--- config.mk ---
export PLATFORM = sky130hd
export DESIGN_NAME = smem_fill_ctrl
export DESIGN_NICKNAME = d
export VERILOG_FILES = /design/src/rtl/smem_ctrl_pkg.sv /design/src/rtl/smem_wrap_counter.sv /design/src/rtl/smem_fill_ctrl.sv
export SDC_FILE = /design/constraint.sdc
export NUM_CORES = 1
export LEC_CHECK = 0
export ABC_AREA = 1
export ABC_CLOCK_PERIOD_IN_PS = 1800
export CAP_MARGIN = 0
export CORE_UTILIZATION = 40
export CTS_CLUSTER_DIAMETER = 50
export DETAILED_ROUTE_END_ITERATION = 8
export PLACE_DENSITY = 0.72
export SLEW_MARGIN = 40
export SYNTH_ARGS = -nofsm -noshare
export SYNTH_HDL_FRONTEND = slang
export SYNTH_SLANG_ARGS = --single-unit
--- constraint.sdc ---
create_clock -name clock -period 1.8 [get_ports clock]
set_clock_uncertainty 0.1 [all_clocks]
set_input_delay 0.27 -clock clock [delete_from_list [all_inputs] [get_ports clock]]
set_output_delay 0.27 -clock clock [all_outputs]
set_load 0.01 [all_outputs]
--- src/rtl/smem_ctrl_pkg.sv ---
// Shared types and constants for the screen-memory fill/scroll engine.
package smem_ctrl_pkg;

    localparam int SMEM_COLS = 40;

    typedef enum logic [1:0] {
        OP_NOP    = 2'd0,
        OP_FILL   = 2'd1,
        OP_SCROLL = 2'd2,
        OP_RSVD   = 2'd3
    } smem_op_t;

    typedef enum logic [2:0] {
        ST_IDLE   = 3'd0,
        ST_FILL   = 3'd1,
        ST_SCR_RD = 3'd2,
        ST_SCR_WR = 3'd3,
        ST_DONE   = 3'd4
    } smem_state_t;

endpackage

--- src/rtl/smem_wrap_counter.sv ---
// Loadable address counter with enable that wraps from Nloc-1 back to 0.
module smem_wrap_counter #(
    parameter int Nloc  = 1200,
    parameter int Abits = $clog2(Nloc)
) (
    input  logic             clock,
    input  logic             reset_n,
    input  logic             load,
    input  logic             en,
    input  logic [Abits-1:0] load_val,
    output logic [Abits-1:0] count
);

    localparam logic [Abits-1:0] LAST = Abits'(Nloc - 1);

    logic [Abits-1:0] count_r;

    // Address register: load has priority over increment.
    always_ff @(posedge clock or negedge reset_n) begin
        if (!reset_n) begin
            count_r <= '0;
        end else if (load) begin
            count_r <= load_val;
        end else if (en) begin
            count_r <= (count_r == LAST) ? '0 : count_r + Abits'(1);
        end
    end

    assign count = count_r;

endmodule

--- src/rtl/smem_fill_ctrl.sv ---
// Fill/scroll engine sharing the screen-memory CPU port; CPU always wins.
// Optional feature macro: SMEM_SCROLL_EN (scroll-up-one-row command).
module smem_fill_ctrl
    import smem_ctrl_pkg::*;
#(
    parameter int  Nloc  = 1200,
    parameter int  Dbits = 4,
    parameter int  Cols  = SMEM_COLS,
    localparam int Abits = $clog2(Nloc)
) (
    input  logic             clock,
    input  logic             reset_n,
    input  logic             cmd_valid,
    output logic             cmd_ready,
    input  logic [1:0]       cmd_op,
    input  logic [Dbits-1:0] cmd_data,
    input  logic [Abits-1:0] cmd_start,
    input  logic [Abits:0]   cmd_count,
    output logic             busy,
    output logic             done,
    input  logic             cpu_en,
    input  logic             cpu_wr,
    input  logic [Abits-1:0] cpu_addr,
    input  logic [Dbits-1:0] cpu_writedata,
    output logic             smem_wr,
    output logic [Abits-1:0] smem_addr,
    output logic [Dbits-1:0] smem_writedata,
    input  logic [Dbits-1:0] smem_readdata
);

    smem_state_t      state_r, state_s;
    logic [Dbits-1:0] data_r, data_s;
    logic [Abits:0]   rem_r, rem_s;
    logic [Abits-1:0] addr_s, ld_val_s;
    logic             ld_s, inc_s, grant_s;
    logic             eng_wr_s;
    logic [Abits-1:0] eng_addr_s;
    logic [Dbits-1:0] eng_data_s;
`ifdef SMEM_SCROLL_EN
    logic [Dbits-1:0] hold_r, hold_s;
`else
    logic             rdata_unused_s;
    assign rdata_unused_s = ^smem_readdata;
`endif

    function automatic logic [Abits:0] clamp_count(input logic [Abits:0] c);
        return (c > (Abits+1)'(Nloc)) ? (Abits+1)'(Nloc) : c;
    endfunction

    assign grant_s = ~cpu_en;

    smem_wrap_counter #(.Nloc(Nloc), .Abits(Abits)) u_addr_cnt (
        .clock    (clock),
        .reset_n  (reset_n),
        .load     (ld_s),
        .en       (inc_s),
        .load_val (ld_val_s),
        .count    (addr_s)
    );

    // Next-state and engine-side port drive; engine only advances on granted cycles.
    always_comb begin
        state_s    = state_r;
        data_s     = data_r;
        rem_s      = rem_r;
        ld_s       = 1'b0;
        ld_val_s   = '0;
        inc_s      = 1'b0;
        eng_wr_s   = 1'b0;
        eng_addr_s = cpu_addr;
        eng_data_s = data_r;
`ifdef SMEM_SCROLL_EN
        hold_s     = hold_r;
`endif
        case (state_r)
            ST_IDLE: begin
                if (cmd_valid) begin
                    case (smem_op_t'(cmd_op))
                        OP_FILL: begin
                            data_s   = cmd_data;
                            ld_s     = 1'b1;
                            ld_val_s = cmd_start;
                            rem_s    = clamp_count(cmd_count);
                            if (cmd_count == '0) begin
                                state_s = ST_DONE;
                            end else begin
                                state_s = ST_FILL;
                            end
                        end
`ifdef SMEM_SCROLL_EN
                        OP_SCROLL: begin
                            data_s   = cmd_data;
                            ld_s     = 1'b1;
                            ld_val_s = '0;
                            rem_s    = (Abits+1)'(Nloc - Cols);
                            state_s  = ST_SCR_RD;
                        end
`endif
                        default: state_s = ST_DONE;
                    endcase
                end else begin
                    state_s = ST_IDLE;
                end
            end
            ST_FILL: begin
                eng_wr_s   = 1'b1;
                eng_addr_s = addr_s;
                if (grant_s) begin
                    inc_s = 1'b1;
                    rem_s = rem_r - (Abits+1)'(1);
                    if (rem_r == (Abits+1)'(1)) begin
                        state_s = ST_DONE;
                    end else begin
                        state_s = ST_FILL;
                    end
                end else begin
                    state_s = ST_FILL;
                end
            end
`ifdef SMEM_SCROLL_EN
            ST_SCR_RD: begin
                eng_addr_s = addr_s + Abits'(Cols);
                if (grant_s) begin
                    hold_s  = smem_readdata;
                    state_s = ST_SCR_WR;
                end else begin
                    state_s = ST_SCR_RD;
                end
            end
            ST_SCR_WR: begin
                eng_wr_s   = 1'b1;
                eng_addr_s = addr_s;
                eng_data_s = hold_r;
                if (grant_s) begin
                    if (rem_r == (Abits+1)'(1)) begin
                        // Last copy done: blank the vacated bottom row as a plain fill.
                        ld_s     = 1'b1;
                        ld_val_s = Abits'(Nloc - Cols);
                        rem_s    = (Abits+1)'(Cols);
                        state_s  = ST_FILL;
                    end else begin
                        inc_s   = 1'b1;
                        rem_s   = rem_r - (Abits+1)'(1);
                        state_s = ST_SCR_RD;
                    end
                end else begin
                    state_s = ST_SCR_WR;
                end
            end
`endif
            ST_DONE: state_s = ST_IDLE;
            default: state_s = ST_IDLE;
        endcase
    end

    // Engine state registers.
    always_ff @(posedge clock or negedge reset_n) begin
        if (!reset_n) begin
            state_r <= ST_IDLE;
            data_r  <= '0;
            rem_r   <= '0;
`ifdef SMEM_SCROLL_EN
            hold_r  <= '0;
`endif
        end else begin
            state_r <= state_s;
            data_r  <= data_s;
            rem_r   <= rem_s;
`ifdef SMEM_SCROLL_EN
            hold_r  <= hold_s;
`endif
        end
    end

    assign cmd_ready = (state_r == ST_IDLE);
    assign busy      = (state_r != ST_IDLE);
    assign done      = (state_r == ST_DONE);

    // Port arbitration: CPU first, then a busy engine, else an idle read of cpu_addr.
    always_comb begin
        smem_wr        = 1'b0;
        smem_addr      = cpu_addr;
        smem_writedata = cpu_writedata;
        if (cpu_en) begin
            smem_wr        = cpu_wr;
            smem_addr      = cpu_addr;
            smem_writedata = cpu_writedata;
        end else if (state_r != ST_IDLE) begin
            smem_wr        = eng_wr_s;
            smem_addr      = eng_addr_s;
            smem_writedata = eng_data_s;
        end else begin
            smem_wr        = 1'b0;
            smem_addr      = cpu_addr;
            smem_writedata = cpu_writedata;
        end
    end

endmodule
* Word level (Yosys, flattened, before mapping)
Cells that the tools add are included.
** Storage, ports and cells
- Flip-flop bits (word level) :: 30
- Input bits :: 53
- Logic and storage cells :: 52
** Cells by class
- Add/subtract/negate cells :: 2
- $lt $le $gt $ge :: 1
- Equality and inequality tests :: 8
- Mux-type cells :: 30
- Reduce and logical (&&, ||, !) cells :: 7
** Operators by type and width (count)
- 2-to-1 mux 11 bit :: 9
- 2-to-1 mux 12 bit :: 4
- one-hot mux 12 bit (2 select lines) :: 1
- 2-to-1 mux 3 bit :: 5
- == test 12 x 1 -> 1 bit (second input constant) :: 1
- > comparator 12 x 11 -> 1 bit (second input constant) :: 1
- logical NOT 12 bit :: 1
- subtractor 12 x 1 -> 12 bit (second input constant) :: 1
- adder 11 x 1 -> 11 bit (second input constant) :: 1
- == test 11 bit (second input constant) :: 1
- 2-to-1 mux 1 bit :: 8
- 2-to-1 mux 4 bit :: 2
- one-hot mux 3 bit (2 select lines) :: 1
- != test 2 bit (second input constant) :: 2
- AND reduction 4 bit :: 1
- nonzero test 2 bit :: 2
- == test 3 x 1 -> 1 bit (second input constant) :: 1
- == test 3 bit (second input constant) :: 1
- logical NOT 3 bit :: 1
- AND reduction 3 bit :: 1
- nonzero test 3 bit :: 1
- == test 2 x 1 -> 1 bit (second input constant) :: 1
- != test 2 x 1 -> 1 bit (second input constant) :: 1

* Logic depth before layout (Yosys ltp)
- Word-level depth :: 5
- Mapped depth :: 10
- Mapped depth without buffers :: 10

* Cells and area by module
Synthesis repeated with hierarchy kept, for this count alone.
** Unflattened totals
- Cells, all modules :: 371
- Area, all modules :: 2342.2 um^2
** By module, submodules not included
- smem_fill_ctrl :: times used 1, cells each 262, area each 1534.0 um^2
- smem_wrap_counter :: times used 1, cells each 109, area each 808.3 um^2

* Worst setup path after synthesis
No wires, ideal clock.
- Kind :: register to output
- Start :: reg state_r[2]
- End :: out smem_addr[1]
- Data arrival time :: 1226 ps
- Data required time :: 1430 ps
- Setup slack :: 204 ps
- Stages on the path, launching flop included :: 7
- Buffers on the path :: 1
- Cells stage by stage :: dfrtp_1 > inv_1 > nand2_2 > nor2_8 > inv_2 > clkbuf_1 > o21ai_0
** Between the ends
- Cells in the longest elaborated chain, start to end :: 4
- Elaborated cells on any way between the ends :: 5
- Classes of those cells :: 1 x eq/ne; 3 x mux; 1 x reduce/logical
** RTL lines
- start, declared :: line smem_fill_ctrl.sv:31 : smem_state_t state_r, state_s;
- start signal, assigned :: line smem_fill_ctrl.sv:166 : state_r <= state_s;
- == test 3 x 1 -> 1 bit :: line smem_fill_ctrl.sv:75 : case (state_r)
- 2-to-1 mux 11 bit :: line smem_fill_ctrl.sv:75
- 2-to-1 mux 11 bit (*) :: line smem_fill_ctrl.sv:188 : end else if (state_r != ST_IDLE) begin
- 2-to-1 mux 11 bit (*) :: line smem_fill_ctrl.sv:184 : if (cpu_en) begin
- end, declared :: line smem_fill_ctrl.sv:26 : output logic [Abits-1:0] smem_addr,
Mark *: on every way between the ends. The rest lies on a longest branch, timed or not.

* Final worst setup path
- Start :: reg state_r[0]
- End :: out smem_writedata[3]
** Between the ends
- Cells in the longest elaborated chain, start to end :: 3
** RTL lines
- nonzero test 3 bit :: line smem_fill_ctrl.sv:188
- 2-to-1 mux 4 bit :: line smem_fill_ctrl.sv:188
- 2-to-1 mux 4 bit :: line smem_fill_ctrl.sv:184
- end, declared :: line smem_fill_ctrl.sv:27 : output logic [Dbits-1:0] smem_writedata,
Every way passes these cells.

==> impl_metrics.tcl <==
set metrics [dict create \
    status "finished with violations" \
    violations "setup timing" \
    dr_wl_met2_um 2810 \
    grtUsageTotal_pct 21.7 \
    place_area_mm2 0.00301 \
    hold_violations 0 \
    drtIter0Drc 146 \
    syn_area_mm2 0.00213 \
    synth_top_area_cell "dfrtp_1" \
    io_pins 72 \
    ys.flop_type "dfrtp_1" \
    postCtsHoldBufs 0 \
    dieArea_mm2 0.00562 \
    critPathMaxFanout 4 \
    grt_pass1_vias 2113 \
    final_cell_area_mm2 0.00313 \
    arrival_ns 1.47 \
    dr.max_layer_used "met4" \
    gp_congestion 0.943 \
    vias 2384 \
    grt_max_degree 30 \
    dr.pass1.iters 4 \
    holdCritPathClass "input port to asynchronous set/reset pin" \
    synth_edf_count 0 \
    pre_cts_ws_ns -0.597 \
    dp_hpwl_um 4510 \
    synthTopCellsByArea "dfrtp_1 (34%), nand2_1 (17%), nand3_1 (6.6%)" \
    drt-total-wl_um 5800 \
    cp-end-kind "output pin" \
    synth_cell_types 32 \
    drive_gt1_share_pct 20.8 \
    async_flop_share_pct 100 \
    m1WireLength_um 2640 \
    ant_nets 0 \
    drc_errors 0 \
    critPathKind "flip-flop to output pin" \
    synthTopCellsByCount "nand2_1 (99), nor2_1 (32), inv_1 (30)" \
    start_util_pct 41.7 \
    cts_root_buffer "clkbuf_8" \
    slew_viol_final 0 \
    wire_per_inst_um 12.2 \
    port_buffers 67 \
    synth_top_area_share_pct 34.1 \
    rows 26 \
    cts.sinks 29 \
    start_kind "flip-flop" \
    cts_tree "built" \
    maxCapViolations 0 \
    layout_min_cycle_time_ns 1.84 \
    max_slew_margin_pct 74.9 \
    syn-instance-count 313 \
    layout.nets 461 \
    fp.dieW_um 75.0 \
    grt_pass1_wl_um 9300 \
    grt_antenna_before_repair 0 \
    setup_violations 6 \
    period_share_pct 102 \
    setup_slack_ns -0.0412 \
    htreeDepth 2 \
    coreArea_mm2 0.00511 \
    synth_fp_nets 369 \
    worst-slew-pin-transition_ns 0.377 \
    clock_path_buffers 2 \
    rsz0062_at_grt "true" \
    clk_pin_slew_ns 0.06 \
    wl_met3_um 292 \
    max_freq_mhz 543 \
    cts_buffers 5 \
    syn_avg_cell_area_um2 6.80 \
    synth-seq-cells 29 \
    holdWs_ns 0.286 \
    vias_per_cell 5.03 \
    ir_worst_vdd_v 0.000620 \
    clk_latency_ns 0.27 \
    yosysWarnings 0 \
    worstPathRequired_ns 1.43 \
    power_leakage_uw 0.00151 \
    die_y_um 75.0 \
    area_growth_pct 47.1 \
    p_per_area_mw_per_mm2 1220 \
    synth.most_common_cell "nand2_1" \
    grt_overflow_total 0 \
    diodes 0 \
    ys_seq_area_share_pct 34.1 \
]
[logic make-up after synthesis]
| kind of cell | count (synthesis) | synth area share, % |
|---|---|---|
| AND/OR/NAND/NOR | 185 | 39.0 |
| AO/OA/AOI/OAI | 46 | 12.0 |
| buffers and inverters | 42 | 9.40 |
| flip-flops | 29 | 34.1 |
| XOR/XNOR | 4 | 1.65 |
| multiplexers | 4 | 2.12 |
| adder cells (fa/ha/maj) | 3 | 1.76 |
[sequential cells by signal (all words and copies together), names as in the netlist]
name / count
rem_r: 12
state_r: 2
data_r: 4
u_addr_cnt.count: 11
[final cells by class]
| cell class | count | area [um^2] |
|---|---|---|
| fillers | 488 | 1970 |
| clock inverters | 1 | 5.00 |
| inverters | 34 | 140 |
| multi-input cells | 242 | 1270 |
| well taps | 70 | 87.6 |
| clock buffers | 5 | 68.8 |
| repair buffers | 93 | 832 |
| flip-flops and latches | 29 | 726 |
[critical path: stages, from the launching register on]
cell and delay [ns]:
dfrtp_1 0.40, buf_6 0.13, nor2_4 0.08, inv_2 0.05
nand2_4 0.10, mux2_4 0.32, buf_6 0.12
[stage by stage]
stage	std cells	util (%)	total power [uW]	TNS [ns]
final	474	61.3	3840	-0.177
after floorplan	313	-	2480	0
after global placement	465	58.9	3200	-7.37
after detailed placement	465	58.9	3270	-7.69
after global routing	474	61.3	4190	-1.01
after CTS	472	60.2	3770	-0.0609
[cell usage in the layout, fill, tap and decap left out, types with 8 or more instances in the layout]
| cell | netlist | routed |
|---|---|---|
| buf_2 | 2 | 10 |
| nor2_1 | 32 | 32 |
| nand3_1 | 28 | 28 |
| nand2_2 | 1 | 8 |
| o21ai_0 | 25 | 14 |
| dfrtp_1 | 29 | 29 |
| nand2_1 | 99 | 90 |
| clkdlybuf4s50_1 | 0 | 47 |
| a21oi_1 | 10 | 10 |
| buf_4 | 2 | 23 |
| inv_1 | 30 | 28 |
[final timing paths]
| check | end | depth (start not counted) | from | slack (ns) |
|---|---|---|---|---|
| min | u_addr_cnt.count[2] | 2 | reset_n | 0.29 |
| min reg2reg | rem_r[9] | 2 | rem_r[9] | 0.38 |
| max | smem_writedata[3] | 6 | state_r[0] | -0.04 |
| min in group clock | rem_r[9] | 2 | rem_r[9] | 0.38 |
| max in group asynchronous | u_addr_cnt.count[5] | 2 | reset_n | 1.03 |
| max reg2reg | rem_r[10] | 10 | state_r[0] | 0.12 |
[report_power, final]
group | total (uW) | internal (uW) | leakage (uW) | switching (uW)
Sequential | 1250 | 966 | 0.000354 | 287
Combinational | 2110 | 949 | 0.00112 | 1170
Clock | 471 | 253 | 0.0000399 | 218
[metal layers]
metal | vias up | track usage [%]
met5 | - | 0
met4 | 0 | 7.76
met3 | 4 | 3.48
met2 | 68 | 34.3
met1 | 1112 | 30.1
li1 | 1200 | -
[repair_timing]
item / in CTS / in global routing
gates cloned: 0 / 0
endpoints found under the hold margin: 0 / 0
setup endpoints to repair: 18 / 16
buffers inserted: 1 / 2
resized for setup: 89 / 21
pin swaps: 3 / 2
(Power assumes the default switching activity.)
